## src/rtl/img_scaler_pkg.sv

```systemverilog
// Shared types and helpers for the frame-buffer-to-VGA scaler pixel path.
// Channel masking in the top is enabled by the IMG_CHANNEL_MASK_EN macro.
package img_scaler_pkg;

    localparam int DISP_W = 640;
    localparam int DISP_H = 480;

    typedef enum logic [1:0] {
        SCALE_1X = 2'd0,
        SCALE_2X = 2'd1,
        SCALE_4X = 2'd2
    } scale_e;

    typedef struct packed {
        logic [3:0] r;
        logic [3:0] g;
        logic [3:0] b;
    } rgb444_t;

    function automatic rgb444_t rgb565_to_444(input logic [15:0] px);
        rgb444_t c;
        c.r = px[15:12];
        c.g = px[10:7];
        c.b = px[4:1];
        return c;
    endfunction

    // The reserved encoding falls back to 2x.
    function automatic scale_e decode_scale(input logic [1:0] sel);
        scale_e s;
        case (sel)
            2'd0:    s = SCALE_1X;
            2'd2:    s = SCALE_4X;
            default: s = SCALE_2X;
        endcase
        return s;
    endfunction

endpackage

```

## src/rtl/img_scaler_pipe_delay.sv

```systemverilog
// Reset-cleared shift register used to align control flags with frame-buffer read data.
module img_delay_line
    import img_scaler_pkg::*;
#(
    parameter int WIDTH = 2,
    parameter int DEPTH = 1
) (
    input  logic             clk,
    input  logic             reset,
    input  logic [WIDTH-1:0] din,
    output logic [WIDTH-1:0] dout
);

    logic [WIDTH-1:0] stage_q [DEPTH];

    always_ff @(posedge clk or posedge reset) begin
        if (reset) begin
            for (int i = 0; i < DEPTH; i++) begin
                stage_q[i] <= '0;
            end
        end else begin
            stage_q[0] <= din;
            for (int i = 1; i < DEPTH; i++) begin
                stage_q[i] <= stage_q[i-1];
            end
        end
    end

    assign dout = stage_q[DEPTH-1];

endmodule

```

## src/rtl/img_scaler_pipe.sv

```systemverilog
// Frame-buffer-to-VGA pixel path with counter-based 1x/2x/4x upscale and RGB565->RGB444.
// Define IMG_CHANNEL_MASK_EN to gate each colour channel with its sw_rgb bit.
module img_scaler_pipe
    import img_scaler_pkg::*;
#(
    parameter int SRC_W  = 320,
    parameter int SRC_H  = 240,
    parameter int RD_LAT = 1,
    parameter int ADDR_W = $clog2(SRC_W * SRC_H)
) (
    input  logic              clk,
    input  logic              reset,
    input  logic              DE,
    input  logic [9:0]        x,
    input  logic [9:0]        y,
    input  logic [1:0]        scale_sel,
    input  logic [2:0]        sw_rgb,
    input  logic [15:0]       imgData,
    output logic [ADDR_W-1:0] addr,
    output logic              rd_en,
    output logic              de_out,
    output logic [3:0]        r_port,
    output logic [3:0]        g_port,
    output logic [3:0]        b_port
);

    localparam int COL_W = $clog2(SRC_W + 1);
    localparam int ROW_W = $clog2(SRC_H + 1);
    localparam logic [COL_W-1:0]  COL_MAX  = COL_W'(SRC_W);
    localparam logic [ROW_W-1:0]  ROW_MAX  = ROW_W'(SRC_H);
    localparam logic [ADDR_W-1:0] ROW_STEP = ADDR_W'(SRC_W);

    scale_e            scale_q, scale_cur;
    logic              frame_q, frame_d, frame_start;
    logic              de_q, rising, falling, line_done;
    logic [1:0]        y_lsb_q;
    logic [1:0]        sub_q, sub_d, sub_cur, sub_max;
    logic [COL_W-1:0]  col_q, col_d, col_cur;
    logic [ROW_W-1:0]  row_q, row_d, row_cur;
    logic [ADDR_W-1:0] base_q, base_d, base_cur;
    logic [ADDR_W-1:0] addr_q, addr_d;
    logic              rd_en_q, in_img;
    logic [1:0]        dly;
    logic              de_out_q;
    rgb444_t           pix, rgb_q, rgb_d;

    // A new frame may switch scale on its first pixel, so the current pixel uses the fresh value.
    always_comb begin
        frame_start = DE && (x == '0) && (y == '0);
        scale_cur   = frame_start ? decode_scale(scale_sel) : scale_q;
        rising      = DE && !de_q;
        falling     = !DE && de_q;
        col_cur     = rising ? '0 : col_q;
        sub_cur     = rising ? '0 : sub_q;
        row_cur     = (rising && (y == '0)) ? '0 : row_q;
        base_cur    = (rising && (y == '0)) ? '0 : base_q;

        case (scale_cur)
            SCALE_1X: sub_max = 2'd0;
            SCALE_2X: sub_max = 2'd1;
            default:  sub_max = 2'd3;
        endcase

        case (scale_q)
            SCALE_1X: line_done = 1'b1;
            SCALE_2X: line_done = y_lsb_q[0];
            default:  line_done = &y_lsb_q;
        endcase

        sub_d  = sub_cur;
        col_d  = col_cur;
        row_d  = row_cur;
        base_d = base_cur;

        if (DE) begin
            if (sub_cur == sub_max) begin
                sub_d = '0;
                if (col_cur < COL_MAX) col_d = col_cur + COL_W'(1);
            end else begin
                sub_d = sub_cur + 2'd1;
            end
        end

        // Row base stops one row early so it never exceeds the last valid line start.
        if (falling && line_done) begin
            if (row_q < ROW_MAX)                 row_d  = row_q + ROW_W'(1);
            if (row_q < ROW_MAX - ROW_W'(1))     base_d = base_q + ROW_STEP;
        end

        frame_d = frame_q || frame_start;
        in_img  = frame_d && DE && (col_cur < COL_MAX) && (row_cur < ROW_MAX);
        addr_d  = in_img ? (base_cur + ADDR_W'(col_cur)) : addr_q;
    end

    always_ff @(posedge clk or posedge reset) begin
        if (reset) begin
            scale_q <= SCALE_2X;
            frame_q <= 1'b0;
            de_q    <= 1'b0;
            y_lsb_q <= '0;
            sub_q   <= '0;
            col_q   <= '0;
            row_q   <= '0;
            base_q  <= '0;
            addr_q  <= '0;
            rd_en_q <= 1'b0;
        end else begin
            if (frame_start) scale_q <= scale_cur;
            if (DE)          y_lsb_q <= y[1:0];
            frame_q <= frame_d;
            de_q    <= DE;
            sub_q   <= sub_d;
            col_q   <= col_d;
            row_q   <= row_d;
            base_q  <= base_d;
            addr_q  <= addr_d;
            rd_en_q <= in_img;
        end
    end

    img_delay_line #(
        .WIDTH (2),
        .DEPTH (RD_LAT)
    ) u_align (
        .clk   (clk),
        .reset (reset),
        .din   ({DE, in_img}),
        .dout  (dly)
    );

`ifdef IMG_CHANNEL_MASK_EN
    always_comb begin
        pix = rgb565_to_444(imgData);
        if (!sw_rgb[2]) pix.r = '0;
        if (!sw_rgb[1]) pix.g = '0;
        if (!sw_rgb[0]) pix.b = '0;
        rgb_d = (dly[1] && dly[0]) ? pix : '0;
    end
`else
    logic sw_rgb_unused;
    assign sw_rgb_unused = ^sw_rgb;

    always_comb begin
        pix   = rgb565_to_444(imgData);
        rgb_d = (dly[1] && dly[0]) ? pix : '0;
    end
`endif

    always_ff @(posedge clk or posedge reset) begin
        if (reset) begin
            de_out_q <= 1'b0;
            rgb_q    <= '0;
        end else begin
            de_out_q <= dly[1];
            rgb_q    <= rgb_d;
        end
    end

    assign addr   = addr_q;
    assign rd_en  = rd_en_q;
    assign de_out = de_out_q;
    assign r_port = rgb_q.r;
    assign g_port = rgb_q.g;
    assign b_port = rgb_q.b;

endmodule

```

## config.mk

```make
export PLATFORM = sky130hd
export DESIGN_NAME = img_scaler_pipe
export DESIGN_NICKNAME = d
export VERILOG_FILES = /design/src/rtl/img_scaler_pkg.sv /design/src/rtl/img_scaler_pipe_delay.sv /design/src/rtl/img_scaler_pipe.sv
export SDC_FILE = /design/constraint.sdc
export NUM_CORES = 1
export LEC_CHECK = 0
export ABC_AREA = 1
export CAP_MARGIN = 20
export CORE_MARGIN = 10
export CORE_UTILIZATION = 49
export CTS_BUF_LIST = sky130_fd_sc_hd__clkbuf_4
export DETAILED_ROUTE_END_ITERATION = 10
export HOLD_SLACK_MARGIN = 0.03
export PLACE_DENSITY = 0.75
export SLEW_MARGIN = 20
export SYNTH_ARGS = -nofsm -noshare
export SYNTH_HDL_FRONTEND = slang
export SYNTH_SLANG_ARGS = --single-unit
```

## constraint.sdc

```tcl
create_clock -name clk -period 2.84 [get_ports clk]
set_clock_uncertainty 0.05 [all_clocks]
set_input_delay 0.568 -clock clk [delete_from_list [all_inputs] [get_ports clk]]
set_output_delay 0.568 -clock clk [all_outputs]
set_load 0.01 [all_outputs]
```

==> summary.md <==
| Metric | Value |
|---|---|
| Final antenna diode count | `0` |
| # DRC | `0` |
| Design area | `5390 um^2` |
| YS warnings | `0` |
| Reg2reg setup slack | `0.30 ns` |
| CP Data Arrival Time | `3.00 ns` |
| Power per standard cell area | `527 nW/um^2` |
| Clock slew at reported path FFs | `0.13 ns` |
| Final Non-Filler Cells | `741` |
| Synthesized area | `about 4000 um^2` |
| First-pass GRT wire length | `15700 um` |
| CP startpoint kind | `input pin` |
| Min-Delay Path Class | `input pin to asynchronous set/reset pin` |
| Vias in the first global route | `roughly 3500` |
| DP HPWL | `a little over 7000 um` |
| Clock Latency Late Sink | `0.43 ns` |
| Area of the core | `a little under 8000 um^2` |
| Antenna violations before repair | `0` |
| Synth Register Bits | `73` |
| Final WL | `9560 um` |
| WL/cell | `between 10 and 15 um` |
| Initial DRC count | `109` |
| CTS Hold Buffers Added | `0` |
| Starting Density | `50.9%` |
| Port bufs | `67` |
| Min Tclk post-route | `2.71 ns` |
| Clock tree buffer depth | `2` |
| TritonRoute pass-1 iters | `4` |
| Seq/Total Area, Yosys | `45.8%` |
| FF-to-FF Start | `de_q$_DFF_PP0_` |
| Crit. End Element | `flip-flop` |
| Final Slew Violations | `0` |
| Mapped Cells | `approximately 510` |
| Clk sinks | `73` |
| Status | `finished clean` |
| Max H-tree Level | `3` |
| Min Hold Slack | `0.396 ns` |
| CTS tree | `built` |
| Hold Fails Final Rpt | `0` |
| FMAX | `roughly 370 MHz` |
| Final cycle utilization of the critical path | `a little over nine tenths` |
| Static Leak | `around 2.8 nW` |
| Die width | `110 um` |
| Placed inst area | `5130 um^2` |
| Max-cap viol count | `0` |
| Synth unique cells | `37` |
| Final ANT Viol Nets | `0` |
| Most frequent cells in the layout | `124 x nand2_1, 82 x inv_1, 72 x dfrtp_1` |
| Peak VDD IR | `~0.39 mV` |
| Critical Path RT | `3.13 ns` |
| Share of cells above drive strength 1 | `18.3%` |
| Die area | `12200 um^2` |
| Setup CP Type | `input pin to flip-flop` |
| Overall power | `2.84 mW` |
| Root Buffer | `clkbuf_4` |
| Crit path from | `y[6]` |
| Final setup vio count | `0` |
| # placed instances | `719` |
| Syn Nets | `570` |
| CP Max Fanout | `5` |
| Grt ovf | `0` |
| Area Overhead vs Synth | `34.9%` |
| Vert. Die Dim | `110 um` |
| Worst Tran Pin Value | `0.425 ns` |
| TritonCTS buffer count | `9` |
| Rows | `32` |
| GPL Wtd Cong | `0.826` |
| Vias per cell | `a little under 5` |
| Total number of vias | `between 3000 and 4000` |
| Io pins | `75` |
| Global Route Usage Sum | `15.8%` |
| Commonest non-fill, non-tap cell in the layout | `nand2_1` |
| Final setup TNS | `0 ns` |
| Largest net degree at the start of global routing | `37` |
| Syn Area/Cell | `7.79 um^2` |
| Net count, final | `691` |
| Slew headroom | `between 70% and 80%` |
-- sequential cells by signal, summed over array words and instances (netlist names), 2 cells and up --
register / cells
g_port: 4
col_q: 9
scale_q: 2
r_port: 4
sub_q: 2
y_lsb_q: 2
addr: 17
base_q: 17
b_port: 4
row_q: 8
-- cell usage after synthesis --
cell type | count | area, um^2
ha_1 | 12 | 150
fa_1 | 1 | 20.0
a21oi_2 | 1 | 8.76
nand3_2 | 4 | 40.0
dfstp_2 | 1 | 26.3
inv_2 | 5 | 18.8
nor2_4 | 4 | 45.0
clkinv_1 | 1 | 3.75
xnor2_1 | 6 | 52.6
nand4_1 | 10 | 62.6
nor3_2 | 2 | 20.0
a21oi_4 | 1 | 16.3
nand2_1 | 130 | 488
a21o_1 | 2 | 15.0
a221oi_1 | 1 | 8.76
or2_2 | 1 | 6.26
buf_6 | 1 | 11.3
mux2i_1 | 3 | 30.0
nor2_2 | 4 | 25.0
dfrtp_1 | 72 | 1800
nand3_1 | 27 | 135
buf_2 | 4 | 20.0
nand3b_1 | 4 | 30.0
or2_1 | 1 | 6.26
nand2_2 | 7 | 43.8
o21a_1 | 1 | 7.51
nand4_4 | 1 | 21.3
inv_1 | 85 | 319
o21ai_0 | 25 | 125
clkbuf_1 | 3 | 11.3
o21ai_1 | 7 | 35.0
a21oi_1 | 18 | 90.1
buf_1 | 1 | 3.75
a31oi_1 | 3 | 18.8
nor2_1 | 56 | 210
nor4_1 | 1 | 6.26
xor2_1 | 7 | 61.3
-- power breakdown --
part / switching (mW) / total (mW) / internal, mW
Sequential: 0.111 / 1.30 / 1.19
Clock: 0.403 / 0.679 / 0.276
Combinational: 0.450 / 0.861 / 0.411
Total: 0.965 / 2.84 / 1.87
-- cell families after synthesis --
group	share of synthesized area [%]
fa+ha+maj	4.26
compound gates	8.14
buf+inv	9.71
simple gates	28.5
xor+xnor	2.85
flops	45.8
mux	0.752
-- stage by stage --
step                      utilization (%)  worst slack, ns
after floorplan                         -          0.00221
after global placement               65.3           -0.358
after detailed placement             65.3           -0.458
after CTS                            67.2          0.00741
after global routing                 68.7          -0.0163
final                                68.7            0.134
-- repair_timing --
action / 4_1_cts / 5_1_grt
setup endpoints to repair: 0 / 9
buffers inserted: 0 / 5
resized for setup: 0 / 22
-- worst paths after layout --
kind,end,depth (start not counted)
max,addr[16]$_DFFE_PP0P_,21
min reg2reg,base_q[16]$_DFF_PP0_,1
max in group asynchronous,base_q[14]$_DFF_PP0_,3
max reg2reg,addr[16]$_DFFE_PP0P_,17
min in group clk,y_lsb_q[0]$_DFFE_PP0P_,4
min,b_port[1]$_DFF_PP0_,2
-- area by class of cell --
class | count | area [um^2]
Fill cell | 651 | 2460
Multi-Input combinational cell | 341 | 1860
Sequential cell | 73 | 1830
Timing Repair Buffer | 118 | 1090
Inverter | 91 | 342
Tap cell | 102 | 128
Clock inverter | 7 | 78.8
Clock buffer | 9 | 67.6
-- worst max-delay path: stages --
cell and delay (ns):
clkdlybuf4s50_1 0.40, nor2_1 0.10, nand3_1 0.12, nor2_4 0.17, nand2_4 0.10, nand2_2 0.10
inv_2 0.05, ha_4 0.16, fa_2 0.37, nand3_2 0.08, nand2_2 0.06, nand4_1 0.07
nand3_1 0.10, nand2_1 0.08, nand2_2 0.07, nand2_2 0.10, inv_2 0.06, nand2_1 0.06
nand2_1 0.05, nand3_1 0.07, nand2_1 0.06
-- routing by layer --
| metal | vias up | track usage, % | wire, um | share of wire, % |
|---|---|---|---|---|
| met2 | 58 | 28.1 | 4940 | 52 |
| li1 | 1848 | - | - | - |
| met5 | - | 0 | 0 | 0 |
| met3 | 9 | 2.90 | 465 | 4.9 |
| met4 | 0 | 6.51 | 115 | 1.2 |
| met1 | 1702 | 18.2 | 4040 | 42 |
No activity file was read; power rests on OpenSTA's default activity.
